**config.mk**
```make
export PLATFORM = sky130hd
export DESIGN_NAME = tap_ctrl_ir_dr
export DESIGN_NICKNAME = d
export VERILOG_FILES = /design/src/rtl/tap_ctrl_ir_dr.sv
export SDC_FILE = /design/constraint.sdc
export NUM_CORES = 1
export LEC_CHECK = 0
export ABC_CLOCK_PERIOD_IN_PS = 1750
export CAP_MARGIN = 25
export CORE_ASPECT_RATIO = 1.25
export CORE_UTILIZATION = 45
export CTS_CLUSTER_SIZE = 20
export DETAILED_ROUTE_END_ITERATION = 7
export PLACE_DENSITY_LB_ADDON = 0.1
export RECOVER_POWER = 50
export SLEW_MARGIN = 20
export SYNTH_ARGS = -nofsm -noshare
export SYNTH_HDL_FRONTEND = slang
export SYNTH_SLANG_ARGS = --single-unit
```
**constraint.sdc**
```tcl
create_clock -name GCLK -period 1.75 [get_ports GCLK]
set_clock_uncertainty 0.05 [all_clocks]
set_input_delay 0.2625 -clock GCLK [delete_from_list [all_inputs] [get_ports GCLK]]
set_output_delay 0.2625 -clock GCLK [all_outputs]
set_load 0.03 [all_outputs]
```
**src/rtl/tap_ctrl_ir_dr.sv**
```systemverilog
// IEEE 1149.1 TAP controller with IR and BYPASS/IDCODE/USER data registers, serial TDI/TDO.
// Capture/shift/update act on the GCLK edge leaving each state; TDO is combinational; TMS/TDI have no backpressure.
module tap_ctrl_ir_dr #(
    parameter int                   IR_WIDTH     = 4,
    parameter int                   DR_WIDTH     = 8,
    parameter logic [31:0]          IDCODE_VAL   = 32'h1000_0001,
    parameter logic [IR_WIDTH-1:0]  INSTR_IDCODE = IR_WIDTH'(1),
    parameter logic [IR_WIDTH-1:0]  INSTR_USER   = IR_WIDTH'(2)
) (
    input  logic                GCLK,
    input  logic                TRST,
    input  logic                TMS,
    input  logic                TDI,
    output logic                TDO,
    output logic                TDO_EN,
    output logic [3:0]          state_obs,
    output logic [IR_WIDTH-1:0] ir_out,
    input  logic [DR_WIDTH-1:0] user_dr_in,
    output logic [DR_WIDTH-1:0] user_dr_out,
    output logic                update_dr_pulse
);

    typedef enum logic [3:0] {
        TLR    = 4'hF,
        RTI    = 4'hC,
        SEL_DR = 4'h7,
        CAP_DR = 4'h6,
        SH_DR  = 4'h2,
        EX1_DR = 4'h1,
        PAU_DR = 4'h3,
        EX2_DR = 4'h0,
        UPD_DR = 4'h5,
        SEL_IR = 4'h4,
        CAP_IR = 4'hE,
        SH_IR  = 4'hA,
        EX1_IR = 4'h9,
        PAU_IR = 4'hB,
        EX2_IR = 4'h8,
        UPD_IR = 4'hD
    } tap_state_e;

    // The two LSBs captured into the IR are the fixed 1149.1 "01" pattern.
    localparam logic [IR_WIDTH-1:0] IR_CAPTURE = IR_WIDTH'(1);

    tap_state_e          state_q, state_d;
    logic [IR_WIDTH-1:0] ir_sr_q, ir_sr_d;
    logic [IR_WIDTH-1:0] ir_q, ir_d;
    logic                bypass_q, bypass_d;
    logic [31:0]         idcode_q, idcode_d;
    logic [DR_WIDTH-1:0] user_sr_q, user_sr_d;
    logic [DR_WIDTH-1:0] user_out_q, user_out_d;
    logic                pulse_q, pulse_d;

    logic                sel_idcode;
    logic                sel_user;
    logic [DR_WIDTH-1:0] user_shifted;

    assign sel_idcode = (ir_q == INSTR_IDCODE);
    assign sel_user   = (ir_q == INSTR_USER);

    if (DR_WIDTH == 1) begin : g_user_narrow
        assign user_shifted = TDI;
    end else begin : g_user_wide
        assign user_shifted = {TDI, user_sr_q[DR_WIDTH-1:1]};
    end

    always_ff @(posedge GCLK or negedge TRST) begin
        if (!TRST) begin
            state_q <= TLR;
        end else begin
            state_q <= state_d;
        end
    end

    always_comb begin
        state_d = state_q;
        case (state_q)
            TLR:    state_d = TMS ? TLR    : RTI;
            RTI:    state_d = TMS ? SEL_DR : RTI;
            SEL_DR: state_d = TMS ? SEL_IR : CAP_DR;
            CAP_DR: state_d = TMS ? EX1_DR : SH_DR;
            SH_DR:  state_d = TMS ? EX1_DR : SH_DR;
            EX1_DR: state_d = TMS ? UPD_DR : PAU_DR;
            PAU_DR: state_d = TMS ? EX2_DR : PAU_DR;
            EX2_DR: state_d = TMS ? UPD_DR : SH_DR;
            UPD_DR: state_d = TMS ? SEL_DR : RTI;
            SEL_IR: state_d = TMS ? TLR    : CAP_IR;
            CAP_IR: state_d = TMS ? EX1_IR : SH_IR;
            SH_IR:  state_d = TMS ? EX1_IR : SH_IR;
            EX1_IR: state_d = TMS ? UPD_IR : PAU_IR;
            PAU_IR: state_d = TMS ? EX2_IR : PAU_IR;
            EX2_IR: state_d = TMS ? UPD_IR : SH_IR;
            UPD_IR: state_d = TMS ? SEL_DR : RTI;
            default: state_d = TLR;
        endcase
    end

    always_comb begin
        ir_sr_d    = ir_sr_q;
        ir_d       = ir_q;
        bypass_d   = bypass_q;
        idcode_d   = idcode_q;
        user_sr_d  = user_sr_q;
        user_out_d = user_out_q;
        pulse_d    = 1'b0;

        case (state_q)
            CAP_IR: ir_sr_d = IR_CAPTURE;
            SH_IR:  ir_sr_d = {TDI, ir_sr_q[IR_WIDTH-1:1]};
            UPD_IR: ir_d    = ir_sr_q;
            CAP_DR: begin
                if (sel_idcode) begin
                    idcode_d = IDCODE_VAL;
                end else if (sel_user) begin
                    user_sr_d = user_dr_in;
                end else begin
                    bypass_d = 1'b0;
                end
            end
            SH_DR: begin
                if (sel_idcode) begin
                    idcode_d = {TDI, idcode_q[31:1]};
                end else if (sel_user) begin
                    user_sr_d = user_shifted;
                end else begin
                    bypass_d = TDI;
                end
            end
            UPD_DR: begin
                if (sel_user) begin
                    user_out_d = user_sr_q;
                    pulse_d    = 1'b1;
                end
            end
            default: ;
        endcase

        // Any edge landing in TLR (TMS walk or staying there) re-selects IDCODE.
        if (state_d == TLR) begin
            ir_d = INSTR_IDCODE;
        end
    end

    always_ff @(posedge GCLK or negedge TRST) begin
        if (!TRST) begin
            ir_sr_q    <= '0;
            ir_q       <= INSTR_IDCODE;
            bypass_q   <= 1'b0;
            idcode_q   <= '0;
            user_sr_q  <= '0;
            user_out_q <= '0;
            pulse_q    <= 1'b0;
        end else begin
            ir_sr_q    <= ir_sr_d;
            ir_q       <= ir_d;
            bypass_q   <= bypass_d;
            idcode_q   <= idcode_d;
            user_sr_q  <= user_sr_d;
            user_out_q <= user_out_d;
            pulse_q    <= pulse_d;
        end
    end

    always_comb begin
        TDO = 1'b0;
        case (state_q)
            SH_IR: TDO = ir_sr_q[0];
            SH_DR: begin
                if (sel_idcode) begin
                    TDO = idcode_q[0];
                end else if (sel_user) begin
                    TDO = user_sr_q[0];
                end else begin
                    TDO = bypass_q;
                end
            end
            default: TDO = 1'b0;
        endcase
    end

    assign TDO_EN          = (state_q == SH_IR) || (state_q == SH_DR);
    assign state_obs       = state_q;
    assign ir_out          = ir_q;
    assign user_dr_out     = user_out_q;
    assign update_dr_pulse = pulse_q;

endmodule

```
== Yosys cells after proc, flatten, opt, wreduce, memory -nomap -nowiden ==
Cells that the tools add are included.

* Word-level logic and storage cells: 80
* Register bits: 62
* Output and inout port bits: 19
* Bits of input ports: 12

* Mux-type cells: 34
* Eq/ne operators: 26
* Reduce and logical (&&, ||, !) cells: 12

{| class="wikitable"
|+ Operator list
! cell !! count
|-
| $mux 32 || 2
|-
| $pmux 32 s2 || 1
|-
| $pmux 4 s12 || 1
|-
| $eq 4x4->1 const B || 9
|-
| $mux 8 || 4
|-
| $eq 4x3->1 const B || 4
|-
| $ne 2x2->1 const B || 8
|-
| $pmux 8 s2 || 1
|-
| $eq 4x2->1 const B || 3
|-
| $mux 2 || 6
|-
| $mux 3 || 4
|-
| $mux 4 || 3
|-
| $reduce_and 5->1 || 2
|-
| $mux 1 || 9
|-
| $eq 4x1->1 const B || 2
|-
| $pmux 4 s2 || 1
|-
| $reduce_bool 2->1 || 3
|-
| $logic_not 4->1 || 1
|-
| $pmux 1 s2 || 2
|-
| $reduce_or 2->1 || 2
|-
| $reduce_and 3->1 || 1
|-
| $reduce_or 3->1 || 1
|-
| $reduce_and 2->1 || 1
|-
| $logic_or 1x1->1 || 1
|}

== Logic depth before layout (Yosys ltp) ==
Gate-level depths: netlist of run 1.

* Depth after elaboration: 5
* Gate-level depth with buffers: 5
* Depth with buffers taken out: 3

== Worst setup path before layout of run 1 ==
No wires, ideal clock.

* Path kind: reg2out
* Start: reg state_q[2] (netlist: state_obs[2])
* End: out TDO
* Stages on the path, launching flop included: 6
* Required time: 1,437 ps
* Buffers on the path: 3
* Slack: -382 ps
* Data arrival time: 1,819 ps
* Path through: dfstp_2 buf_2 buf_2 buf_2 nor2_1 o2111a_1

* Longest elaborated chain between the ends: 2
* Elaborated cells between the ends (all ways): 3
* Classes of those cells: eq/ne: 2; mux: 1

{| class="wikitable"
|+ Ends and longest elaborated chain
! item !! RTL line !! RTL
|-
| start, declared || 45 || <nowiki>tap_state_e state_q, state_d;</nowiki>
|-
| start signal, assigned || 71 || <nowiki>state_q <= state_d;</nowiki>
|-
| $eq 4x2->1 or $eq 4x4->1 (tied branches) || 166 || <nowiki>case (state_q)</nowiki>
|-
| $pmux 1 s2 * || 166 ||
|-
| end, declared || 14 || <nowiki>output logic TDO,</nowiki>
|}

Every way passes the cells marked *; elsewhere a longest branch is shown, timed or not.

== Worst setup path after layout of run 1 ==
* Start: reg ir_q[2] (netlist: ir_out[2])
* End: out TDO

* Longest elaborated chain between the ends: 4
* Elaborated cells between the ends (all ways): 5
* Classes of those cells: eq/ne: 2; mux: 3

{| class="wikitable"
|+ Ends and longest elaborated chain
! item !! RTL line !! RTL
|-
| start, declared || 47 || <nowiki>logic [IR_WIDTH-1:0] ir_q, ir_d;</nowiki>
|-
| start signal, assigned || 155 || <nowiki>ir_q <= ir_d;</nowiki>
|-
| $eq 4x2->1 || 59 || <nowiki>assign sel_user = (ir_q == INSTR_USER);</nowiki>
|-
| $mux 1 || 171 || <nowiki>end else if (sel_user) begin</nowiki>
|-
| $mux 1 * || 169 || <nowiki>if (sel_idcode) begin</nowiki>
|-
| $pmux 1 s2 * || 166 ||
|}

Marked as above.

==> results of run 1 <==
[cells in the mapped netlist]
| master | n | area (µm²) |
|---|---|---|
| clkbuf_1 | 4 | 15.01 |
| o21ai_0 | 6 | 30.03 |
| buf_6 | 3 | 33.78 |
| nand4b_4 | 1 | 23.77 |
| a311oi_1 | 1 | 8.760 |
| mux2i_1 | 7 | 70.07 |
| nor2b_1 | 30 | 187.7 |
| o221ai_1 | 1 | 8.760 |
| and3b_1 | 1 | 8.760 |
| o21ba_2 | 1 | 10.01 |
| dfstp_2 | 5 | 131.4 |
| a21o_1 | 1 | 7.510 |
| o2111a_1 | 1 | 11.26 |
| nand3_1 | 1 | 5.000 |
| nand3b_1 | 1 | 7.510 |
| a211o_1 | 1 | 8.760 |
| buf_2 | 7 | 35.03 |
| a21oi_1 | 3 | 15.01 |
| nand2_1 | 10 | 37.54 |
| nand4_4 | 1 | 21.27 |
| inv_1 | 7 | 26.28 |
| nor3_4 | 1 | 16.27 |
| a21boi_0 | 2 | 15.01 |
| and2b_1 | 1 | 7.510 |
| nand3_2 | 1 | 10.01 |
| nand4b_1 | 1 | 8.760 |
| nand2b_1 | 4 | 25.02 |
| or3_1 | 1 | 6.260 |
| xor2_1 | 1 | 8.760 |
| nor3b_4 | 1 | 18.77 |
| nor3_1 | 1 | 5.000 |
| a22oi_1 | 1 | 7.510 |
| mux2_2 | 25 | 281.5 |
| dfrtp_1 | 57 | 1426 |
| nor2_1 | 11 | 41.29 |
| mux2_4 | 28 | 420.4 |
| nor4b_1 | 1 | 8.760 |
| o22ai_1 | 1 | 6.260 |
[what timing repair did]
| action | in CTS | in global routing |
|---|---|---|
| gates resized for setup | 16 | 2 |
| hold buffers | 1 | 0 |
| pin swaps | 2 | 0 |
| gates cloned | 0 | 3 |
| hold endpoints to repair | 57 | 0 |
| endpoints found under the setup margin | 9 | 25 |
| setup buffers | 4 | 3 |
[state kept, by name, summed over array words and instances (netlist names)]
register,count
update_dr_pulse,1
state_obs,4
bypass_q,1
user_sr_q,8
ir_out,4
idcode_q,32
user_dr_out,8
ir_sr_q,4
[cell type report]
| class | count | area (µm²) |
|---|---|---|
| repair buffers | 52 | 511.7 |
| clock buffers | 9 | 123.9 |
| clock inverters | 7 | 97.59 |
| well taps | 87 | 108.9 |
| flip-flops and latches | 62 | 1560 |
| fillers | 562 | 2711 |
| multi-input cells | 148 | 1384 |
| inverters | 7 | 26.28 |
[worst paths after layout]
check                                         start                  endpoint  cells after the start  slack, ns
max                           ir_out[2]$_DFFE_PN0P_                       TDO                      4      -0.21
min                        idcode_q[27]$_DFFE_PN0P_  idcode_q[27]$_DFFE_PN0P_                      1       0.45
max reg2reg                  state_obs[1]$_DFF_PN1_   idcode_q[9]$_DFFE_PN0P_                      4      -0.04
min reg2reg                idcode_q[27]$_DFFE_PN0P_  idcode_q[27]$_DFFE_PN0P_                      1       0.45
max in group asynchronous                      TRST     ir_out[2]$_DFFE_PN0P_                      3       0.46
min in group asynchronous                      TRST     ir_out[1]$_DFFE_PN0P_                      3       0.62
[cell families after synthesis]
group,count (synthesis),share of synthesized area (%)
and+or+nand+nor,68,14.56
buffers and inverters,21,3.650
xor gates and xnor gates,1,0.2904
AOI/OAI and AO/OA,19,4.272
DFF,62,51.64
muxes,60,25.59
[routing by layer]
layer	vias to the layer above	GRT usage, %	share of wire, %
li1	891	-	-
met1	905	20.59	45
met2	31	27.25	50
met3	11	3.448	2.9
met4	0	9.259	2.2
met5	-	0	0
[power by group through the flow]
stage	logic, W	clock network (W)	registers, W
2_1_floorplan	0.00140	0	0.00216
3_3_place_gp	0.00208	0	0.00208
3_5_place_dp	0.00209	0	0.00209
4_1_cts	0.00220	0.00144	0.00206
5_1_grt	0.00247	0.00149	0.00211
6_report	0.00229	0.00140	0.00205
[critical path: cells and delay by family, from the launching register on]
family                 cells  cell delay, ns
AOI/OAI and AO/OA          3            0.72
buffers and inverters      1            0.13
DFF                        1            0.46
[metrics by stage]
step	util (%)	hold WS, ns
floorplan	-	-0.08309
global placement	53.16	0.2526
detailed placement	53.16	0.2498
CTS	57.44	0.4098
global route	58.44	0.4610
finish	58.44	0.4514
==> flow_metrics.py, run 1 <==
metrics = {
    "yosys": {
        "yosysWarningCount": 0,
        "syn_area_per_cell_um2": 13.06,
        "ys_types": 38,
        "syn_nets": 243,
        "synth_seq_cells": 62,
        "netlist_area_um2": 3017,
        "ys_seq_area_share_pct": 51.64,
        "postSynthCellCount": 231,
    },
    "sta": {
        "fin_setup_tns_ns": -0.7184,
        "fmax_mhz": 510.5,
        "setup_slack_ns": -0.2090,
        "rsz0062_at_grt": "yes",
        "setup_violations": 25,
        "slew_headroom_pct": 44.18,
        "post-route-period-util_pct": 111.9,
        "min_period_ns": 1.959,
        "finalMaxSlewViolations": 0,
        "tightest_slew_ns": 0.8373,
        "hold_violations": 0,
    },
    "power": {
        "swShare_pct": 35.53,
        "peakVddDrop_mv": 1.017,
        "seqPwrFrac_pct": 35.8,
        "p_switching_w": 0.002041,
        "p_total_w": 0.005745,
        "p_per_area_nw_per_um2": 1507,
        "p_comb_share_pct": 39.9,
        "power_leakage_nw": 1.923,
        "internal_power_w": 0.003704,
        "clockPowerShare_pct": 24.4,
    },
    "cells_and_area": {
        "mostFrequentLayoutCells": "dfrtp_1, nor2b_1, mux2_4",
        "final_area_um2": 3812,
        "drive_above_1_share_pct": 39.30,
        "num_antenna_cells": 0,
        "instances_no_fill": 372,
        "syn2layout_area_growth_pct": 26.38,
        "final_common_cell": "dfrtp_1",
        "num-nets-final": 292,
    },
    "detailed_routing": {
        "drc": 0,
        "wl_per_cell_um": 14.73,
        "final_antenna_net_count": 0,
        "vias": 1838,
        "routed_via_density": 4.941,
        "first_iter_violations": 106,
        "finalWirelength_mm": 5.479,
        "dr.pass1.iters": 4,
    },
    "global_route": {
        "grt_max_degree": 63,
        "grt_overflow": 0,
        "grt_usage_pct": 16.82,
        "antenna_found_initial": 0,
        "first_global_vias": 1889,
        "grt_pass1_wl_mm": 8.707,
    },
    "setup_path": {
        "cp_cell_sequence": "o21ba_4 > a311oi_2 > o2111a_2 > buf_6",
        "slowest_delay_ns": 0.46,
        "critPathArrivalTime_ns": 1.65,
        "cp.required_ns": 1.44,
        "crit_path_end_kind": "output port",
        "path_max_fanout": 5,
        "worstSetupPathType": "reg -> out",
        "critPathLaunchType": "register",
        "crit_slowest_cell": "dfrtp_2",
    },
    "cts": {
        "h-tree-depth": 3,
        "cts_buffers": 9,
        "clockBufferDepth": 2,
        "cts_root_buf": "clkbuf_8",
        "cts_tree": "done",
        "clock-sinks": 62,
        "clk_latency_ns": 0.34,
        "cts.clk_slew.worst_paths_ns": 0.08,
    },
    "floorplan": {
        "die_height_um": 93.54,
        "coreArea_um2": 6524,
        "rows": 33,
        "start_util_pct": 46.24,
        "die_w_um": 75.23,
        "ios": 31,
        "fp.dieArea_um2": 7037,
    },
    "status": {
        "status": "finished with violations",
        "violations": "setup timing",
    },
    "placement": {
        "dpl.hpwl_mm": 3.275,
        "dpl_cell_area_um2": 3468,
        "place_congestion": 0.7204,
        "dp_cells": 345,
        "dp_slack_ns": 0.03014,
        "portBuffers": 30,
    },
    "job": {
        "max_cap_violations": 0,
    },
    "min_path": {
        "hold_path_class": "reg -> reg",
    },
}
(Power assumes the default switching activity.)
==> run 2, diff against run 1 <==
--- a/config.mk
+++ b/config.mk
@@ -6,7 +6,7 @@
 export NUM_CORES = 1
 export LEC_CHECK = 0
 export ABC_CLOCK_PERIOD_IN_PS = 1750
-export CAP_MARGIN = 25
+export CAP_MARGIN = 20
 export CORE_ASPECT_RATIO = 1.25
 export CORE_UTILIZATION = 45
 export CTS_CLUSTER_SIZE = 20
==> results of run 2 <==
Final layout, timing and power as in run 1 (identical DEF).
